===== src/rtl/systolic_array_os.sv =====
// Output-stationary X_ROW x Y_COL systolic multiplier with its own sequencer; optional SA_ACC_SATURATE_EN clamps accumulators.
// Latency: done pulses after edge N+1 (start edge = 0), N = X_ROW+Y_COL+XCOL_YROW-2; Z held until next start.
// No backpressure: start is accepted only in IDLE, ignored while busy, never queued.
module systolic_array_os #(
  parameter int BITWIDTH  = 8,
  parameter int X_ROW     = 3,
  parameter int XCOL_YROW = 3,
  parameter int Y_COL     = 3,
  parameter int ACC_WIDTH = 2*BITWIDTH+2
) (
  input  logic                               sys_clk,
  input  logic                               sys_rst_n,
  input  logic                               start,
  input  logic [X_ROW*BITWIDTH-1:0]          in_row,
  input  logic [Y_COL*BITWIDTH-1:0]          in_col,
  output logic                               calculate_flag,
  output logic                               busy,
  output logic                               done,
  output logic [X_ROW*Y_COL*ACC_WIDTH-1:0]   Z
);

  localparam int N     = X_ROW + Y_COL + XCOL_YROW - 2;
  localparam int CNT_W = (N > 1) ? $clog2(N) : 1;
  localparam int PW    = 2*BITWIDTH;
  localparam int ZW    = X_ROW*Y_COL*ACC_WIDTH;
  localparam int AP    = (Y_COL > 1) ? Y_COL-1 : 1;
  localparam int BP    = (X_ROW > 1) ? X_ROW-1 : 1;
  localparam logic [CNT_W-1:0] CNT_LAST = CNT_W'(N-1);

  typedef enum logic [1:0] {S_IDLE, S_LOAD, S_COMPUTE, S_DONE} state_t;

  state_t           state, state_nxt;
  logic [CNT_W-1:0] cnt;
  logic             clear;

  logic signed [BITWIDTH-1:0]  a_in    [X_ROW][Y_COL];
  logic signed [BITWIDTH-1:0]  b_in    [X_ROW][Y_COL];
  logic signed [BITWIDTH-1:0]  a_pipe  [X_ROW][AP];
  logic signed [BITWIDTH-1:0]  b_pipe  [BP][Y_COL];
  logic signed [ACC_WIDTH-1:0] acc_q   [X_ROW][Y_COL];
  logic signed [ACC_WIDTH-1:0] acc_nxt [X_ROW][Y_COL];

  // calculate_flag is registered straight from the next state so upstream sees it exactly during COMPUTE.
  always_ff @(posedge sys_clk or negedge sys_rst_n) begin
    if (!sys_rst_n) begin
      state          <= S_IDLE;
      cnt            <= '0;
      calculate_flag <= 1'b0;
    end else begin
      state          <= state_nxt;
      calculate_flag <= (state_nxt == S_COMPUTE);
      if (state == S_LOAD)
        cnt <= '0;
      else if (state == S_COMPUTE)
        cnt <= cnt + CNT_W'(1);
    end
  end

  always_comb begin
    state_nxt = state;
    case (state)
      S_IDLE:    if (start) state_nxt = S_LOAD;
      S_LOAD:    state_nxt = S_COMPUTE;
      S_COMPUTE: if (cnt == CNT_LAST) state_nxt = S_DONE;
      S_DONE:    state_nxt = S_IDLE;
      default:   state_nxt = S_IDLE;
    endcase
  end

  always_comb begin
    busy  = (state != S_IDLE);
    done  = (state == S_DONE);
    clear = (state == S_IDLE) && start;
  end

  genvar gi, gj;
  generate
    for (gi = 0; gi < X_ROW; gi++) begin : g_row
      for (gj = 0; gj < Y_COL; gj++) begin : g_col
        logic signed [PW-1:0] prod;

        if (gj == 0) begin : g_a_edge
          assign a_in[gi][gj] = in_row[(X_ROW*BITWIDTH-1)-gi*BITWIDTH -: BITWIDTH];
        end else begin : g_a_mid
          assign a_in[gi][gj] = a_pipe[gi][gj-1];
        end

        if (gi == 0) begin : g_b_edge
          assign b_in[gi][gj] = in_col[(Y_COL*BITWIDTH-1)-gj*BITWIDTH -: BITWIDTH];
        end else begin : g_b_mid
          assign b_in[gi][gj] = b_pipe[gi-1][gj];
        end

        assign prod = a_in[gi][gj] * b_in[gi][gj];

`ifdef SA_ACC_SATURATE_EN
        // One guard bit exposes overflow; clamp toward the sign the true sum would have had.
        logic signed [ACC_WIDTH:0] sum;
        assign sum = (ACC_WIDTH+1)'(acc_q[gi][gj]) + (ACC_WIDTH+1)'(prod);
        assign acc_nxt[gi][gj] = (sum[ACC_WIDTH] != sum[ACC_WIDTH-1])
                               ? (sum[ACC_WIDTH] ? {1'b1, {(ACC_WIDTH-1){1'b0}}}
                                                 : {1'b0, {(ACC_WIDTH-1){1'b1}}})
                               : sum[ACC_WIDTH-1:0];
`else
        assign acc_nxt[gi][gj] = acc_q[gi][gj] + ACC_WIDTH'(prod);
`endif

        assign Z[(ZW-1)-(gi*Y_COL+gj)*ACC_WIDTH -: ACC_WIDTH] = acc_q[gi][gj];
      end
    end
  endgenerate

  // Pass-through registers exist only where a neighbour consumes them.
  always_ff @(posedge sys_clk or negedge sys_rst_n) begin
    if (!sys_rst_n) begin
      acc_q  <= '{default: '0};
      a_pipe <= '{default: '0};
      b_pipe <= '{default: '0};
    end else if (clear) begin
      acc_q  <= '{default: '0};
      a_pipe <= '{default: '0};
      b_pipe <= '{default: '0};
    end else if (calculate_flag) begin
      acc_q <= acc_nxt;
      for (int i = 0; i < X_ROW; i++)
        for (int j = 0; j < Y_COL-1; j++)
          a_pipe[i][j] <= a_in[i][j];
      for (int i = 0; i < X_ROW-1; i++)
        for (int j = 0; j < Y_COL; j++)
          b_pipe[i][j] <= b_in[i][j];
    end
  end

endmodule


===== config.mk =====
export PLATFORM = sky130hd
export DESIGN_NAME = systolic_array_os
export DESIGN_NICKNAME = d
export VERILOG_FILES = /design/src/rtl/systolic_array_os.sv
export SDC_FILE = /design/constraint.sdc
export NUM_CORES = 2
export LEC_CHECK = 0
export ABC_AREA = 1
export CORE_MARGIN = 4
export CORE_UTILIZATION = 60
export CTS_BUF_LIST = sky130_fd_sc_hd__clkbuf_8 sky130_fd_sc_hd__clkbuf_16
export DETAILED_ROUTE_END_ITERATION = 10
export GPL_TIMING_DRIVEN = 0
export HOLD_SLACK_MARGIN = 0.12
export PLACE_DENSITY = 0.77
export SLEW_MARGIN = 30
export SYNTH_ARGS = -nofsm -noshare
export SYNTH_HDL_FRONTEND = slang
export SYNTH_SLANG_ARGS = --single-unit

===== constraint.sdc =====
create_clock -name sys_clk -period 5.6 [get_ports sys_clk]
set_clock_uncertainty 0.05 [all_clocks]
set_input_delay 0.84 -clock sys_clk [delete_from_list [all_inputs] [get_ports sys_clk]]
set_output_delay 0.84 -clock sys_clk [all_outputs]
set_load 0.03 [all_outputs]

==> results.cfg <==
[final_layout]
ff_latch_area_sq_um = 6610
final_layout_size_suffix_gt1_share_pct = 1.94
final_nets = 6493
area_delta_synth_final_pct = 9.91
final_common_cell = nand2_1
mostFrequentLayoutCells = nand2_1, inv_1, fa_1, ha_1, dfrtp_1
stdcell_count = 6233
num-fill-cells = 5562
multiInputGateArea_sq_um = 28800

[grt]
track_usage_pct = 30.8
grt_max_degree = 67
grt_pass1_wl_microns = 179000
antenna_found_initial = 2
grt.overflow.total = 0
grt_pass1_vias = 34300

[logic_synthesis]
synth_flop_cell = dfrtp_1
ys_top_cells_by_area = fa_1, dfrtp_1, nand2_1, inv_1, ha_1
yosys_warnings = 0
synth_fp_nets = 6281
syn-instance-count = 5125
yosysSeqAreaShare_pct = 16.0
synth-seq-cells = 264
synth_enable_flop_cells = 0
yosys.cell_types.count = 37
synth_adder_area_share_pct = 46.7
synth_xor_area_share_pct = 0.532
async_flop_share_pct = 100
netlist.top_cell.by_area = fa_1
yosysTopAreaCellShare_pct = 35.0
synthSimpleGateAreaFrac_pct = 16.8
synth-compound-area-share_pct = 5.89
muxShareOfSynthArea_pct = 0
avgSynthCellArea_sq_um = 8.04
synth_top_family_by_area = adder cells
syn_area_sq_um = 41200

[placement]
dp_slack_ns = -0.210
place.gp.congestion = 0.920
dp.cells = 6172
dp_hpwl_microns = 89900
portBuffers = 170

[detailed_routing]
wl_per_cell_microns = 17.6
avgViaCountPerCell = 5.31
ant_nets = 0
drtPass1Iterations = 6
drt_iter0_drc = 2526
drt-total-wl_microns = 110000
routed-via-count = 33100
drc = 0

[die]
ios = 216
core_region_area_sq_um = 67600
die_area_sq_um = 72900
start_util_pct = 60.9
rows = 95
fp.dieH_microns = 270
die_x_microns = 270

[timing]
rsz0062_at_grt = false
worst_pin_slew_ns = 0.994
max_freq_ghz = 0.189
finalMaxSlewViolations = 0
finalCritPeriodShare_pct = 94.4
fin_ws_ns = 0.312
hold_viol_final = 0
finalSetupViolations = 0
relSlewSlack_pct = 33.7
finalCriticalPeriod_ns = 5.29

[status]
status = finished clean

[clock_tree]
clockBufferDepth = 3
cts_tree = built
clk_pin_slew_ns = 0.06
cts_root_buffer = clkbuf_16
clock-sinks = 264
clk_latency_ns = 0.57
ctsHtreeMaxLevel = 2
cts_buffers = 35

[critical_path]
start_kind = input port
r2r_slack_ns = 0.36
arrival_ns = 5.68
worstPathRequired_ns = 5.99
crit_type = input port to flip-flop
endpoint_kind = flip-flop
cp_max_fo = 10

[worst_hold_path]
worstHoldPathType = flip-flop to flip-flop

[run]
cap_violations = 0
==> Yosys cell counts (2+ instances only) <==
| cell type | number |
|---|---|
| clkinv_1 | 3 |
| o21ai_1 | 14 |
| clkbuf_1 | 154 |
| a31oi_1 | 15 |
| fa_1 | 720 |
| nor3_1 | 7 |
| buf_4 | 4 |
| o32ai_1 | 9 |
| inv_1 | 1336 |
| nand2b_1 | 4 |
| buf_1 | 5 |
| a21oi_1 | 101 |
| xor2_1 | 10 |
| nor3b_1 | 3 |
| o21ai_2 | 4 |
| buf_2 | 26 |
| nor2_1 | 221 |
| xnor2_1 | 15 |
| nand4_1 | 2 |
| o21bai_1 | 13 |
| dfrtp_1 | 264 |
| a21boi_0 | 7 |
| o21ai_0 | 209 |
| a21o_1 | 21 |
| inv_2 | 3 |
| o22ai_1 | 30 |
| nand3_1 | 151 |
| a211oi_1 | 2 |
| and2_1 | 7 |
| ha_1 | 385 |
| a22o_1 | 9 |
| nand3b_1 | 8 |
| nand2_1 | 1359 |
==> logic make-up (layout without fill, tap and decap cells) <==
family | Yosys count | count (layout)
simple gates | 1765 | 1765
buf+inv | 1531 | 1764
compound gates | 435 | 435
fa+ha+maj | 1105 | 1105
flops | 264 | 264
xor+xnor | 25 | 25
other cells | 0 | 2
==> routing by layer <==
layer / vias up / track usage [%] / routed length [microns]
met5: - / 0 / 0
met4: 0 / 11.7 / 4730
met3: 237 / 5.55 / 8860
met2: 1206 / 52.4 / 52700
met1: 16200 / 39.7 / 43300
li1: 15400 / - / -
==> per-stage QoR <==
step	util, %	TNS, ns	hold WS (ns)	area, sq um
CTS	66.9	0	0.480	45300
finish	66.9	0	0.468	45300
floorplan	-	0	0.431	41200
global placement	65.0	-2374.96	0.454	44000
global route	66.9	0	0.521	45300
detailed placement	65.2	-1.11	0.468	44100
==> state kept, by name (all words and copies together) (netlist names) <==
| name | flops |
|---|---|
| Z | 162 |
| a_in | 48 |
| b_in | 48 |
| calculate_flag | 1 |
| cnt | 3 |
| state | 2 |
==> repair_timing <==
item,CTS,global route
buffers inserted,0,0
resized for setup,0,1
hold endpoints to repair,15,0
endpoints found under the setup margin,0,1
hold buffers,1,0
==> final timing paths <==
check | start | endpoint | cells after the start
hold / removal | cnt[1] | cnt[1] | 2
hold reg to reg | cnt[1] | cnt[1] | 2
setup reg to reg | b_in[8] | Z[31] | 17
max in group asynchronous | sys_rst_n | Z[31] | 5
min in group asynchronous | sys_rst_n | Z[143] | 2
setup / recovery | in_col[16] | Z[161] | 19
==> critical path, stage by stage <==
cell and delay (ns):
clkbuf_1 0.48, nand2_1 0.20, inv_1 0.51, fa_1 0.54, fa_1 0.51, fa_1 0.54
inv_1 0.05, fa_1 0.47, inv_1 0.04, ha_1 0.27, ha_1 0.36, nand2_1 0.09
nor2_1 0.13, nor3b_1 0.22, nand2_1 0.07, nand2_1 0.11, nand3_1 0.09, nand3_1 0.08
nand2_1 0.05
==> final cells by class <==
| cell class | instances | area share, % |
|---|---|---|
| multi-input cells | 3330 | 63.6 |
| flip-flops and latches | 264 | 14.6 |
| inverters | 1342 | 11.1 |
| repair buffers | 175 | 4.04 |
| well taps | 873 | 2.41 |
| clock buffers | 36 | 1.97 |
| plain buffers | 189 | 1.68 |
| clock inverters | 22 | 0.575 |
| diodes | 2 | 0.0111 |
Power is left out: the tool's default activity adds up to more than one toggle a clock period on the data nets, which glitch-free logic cannot reach.
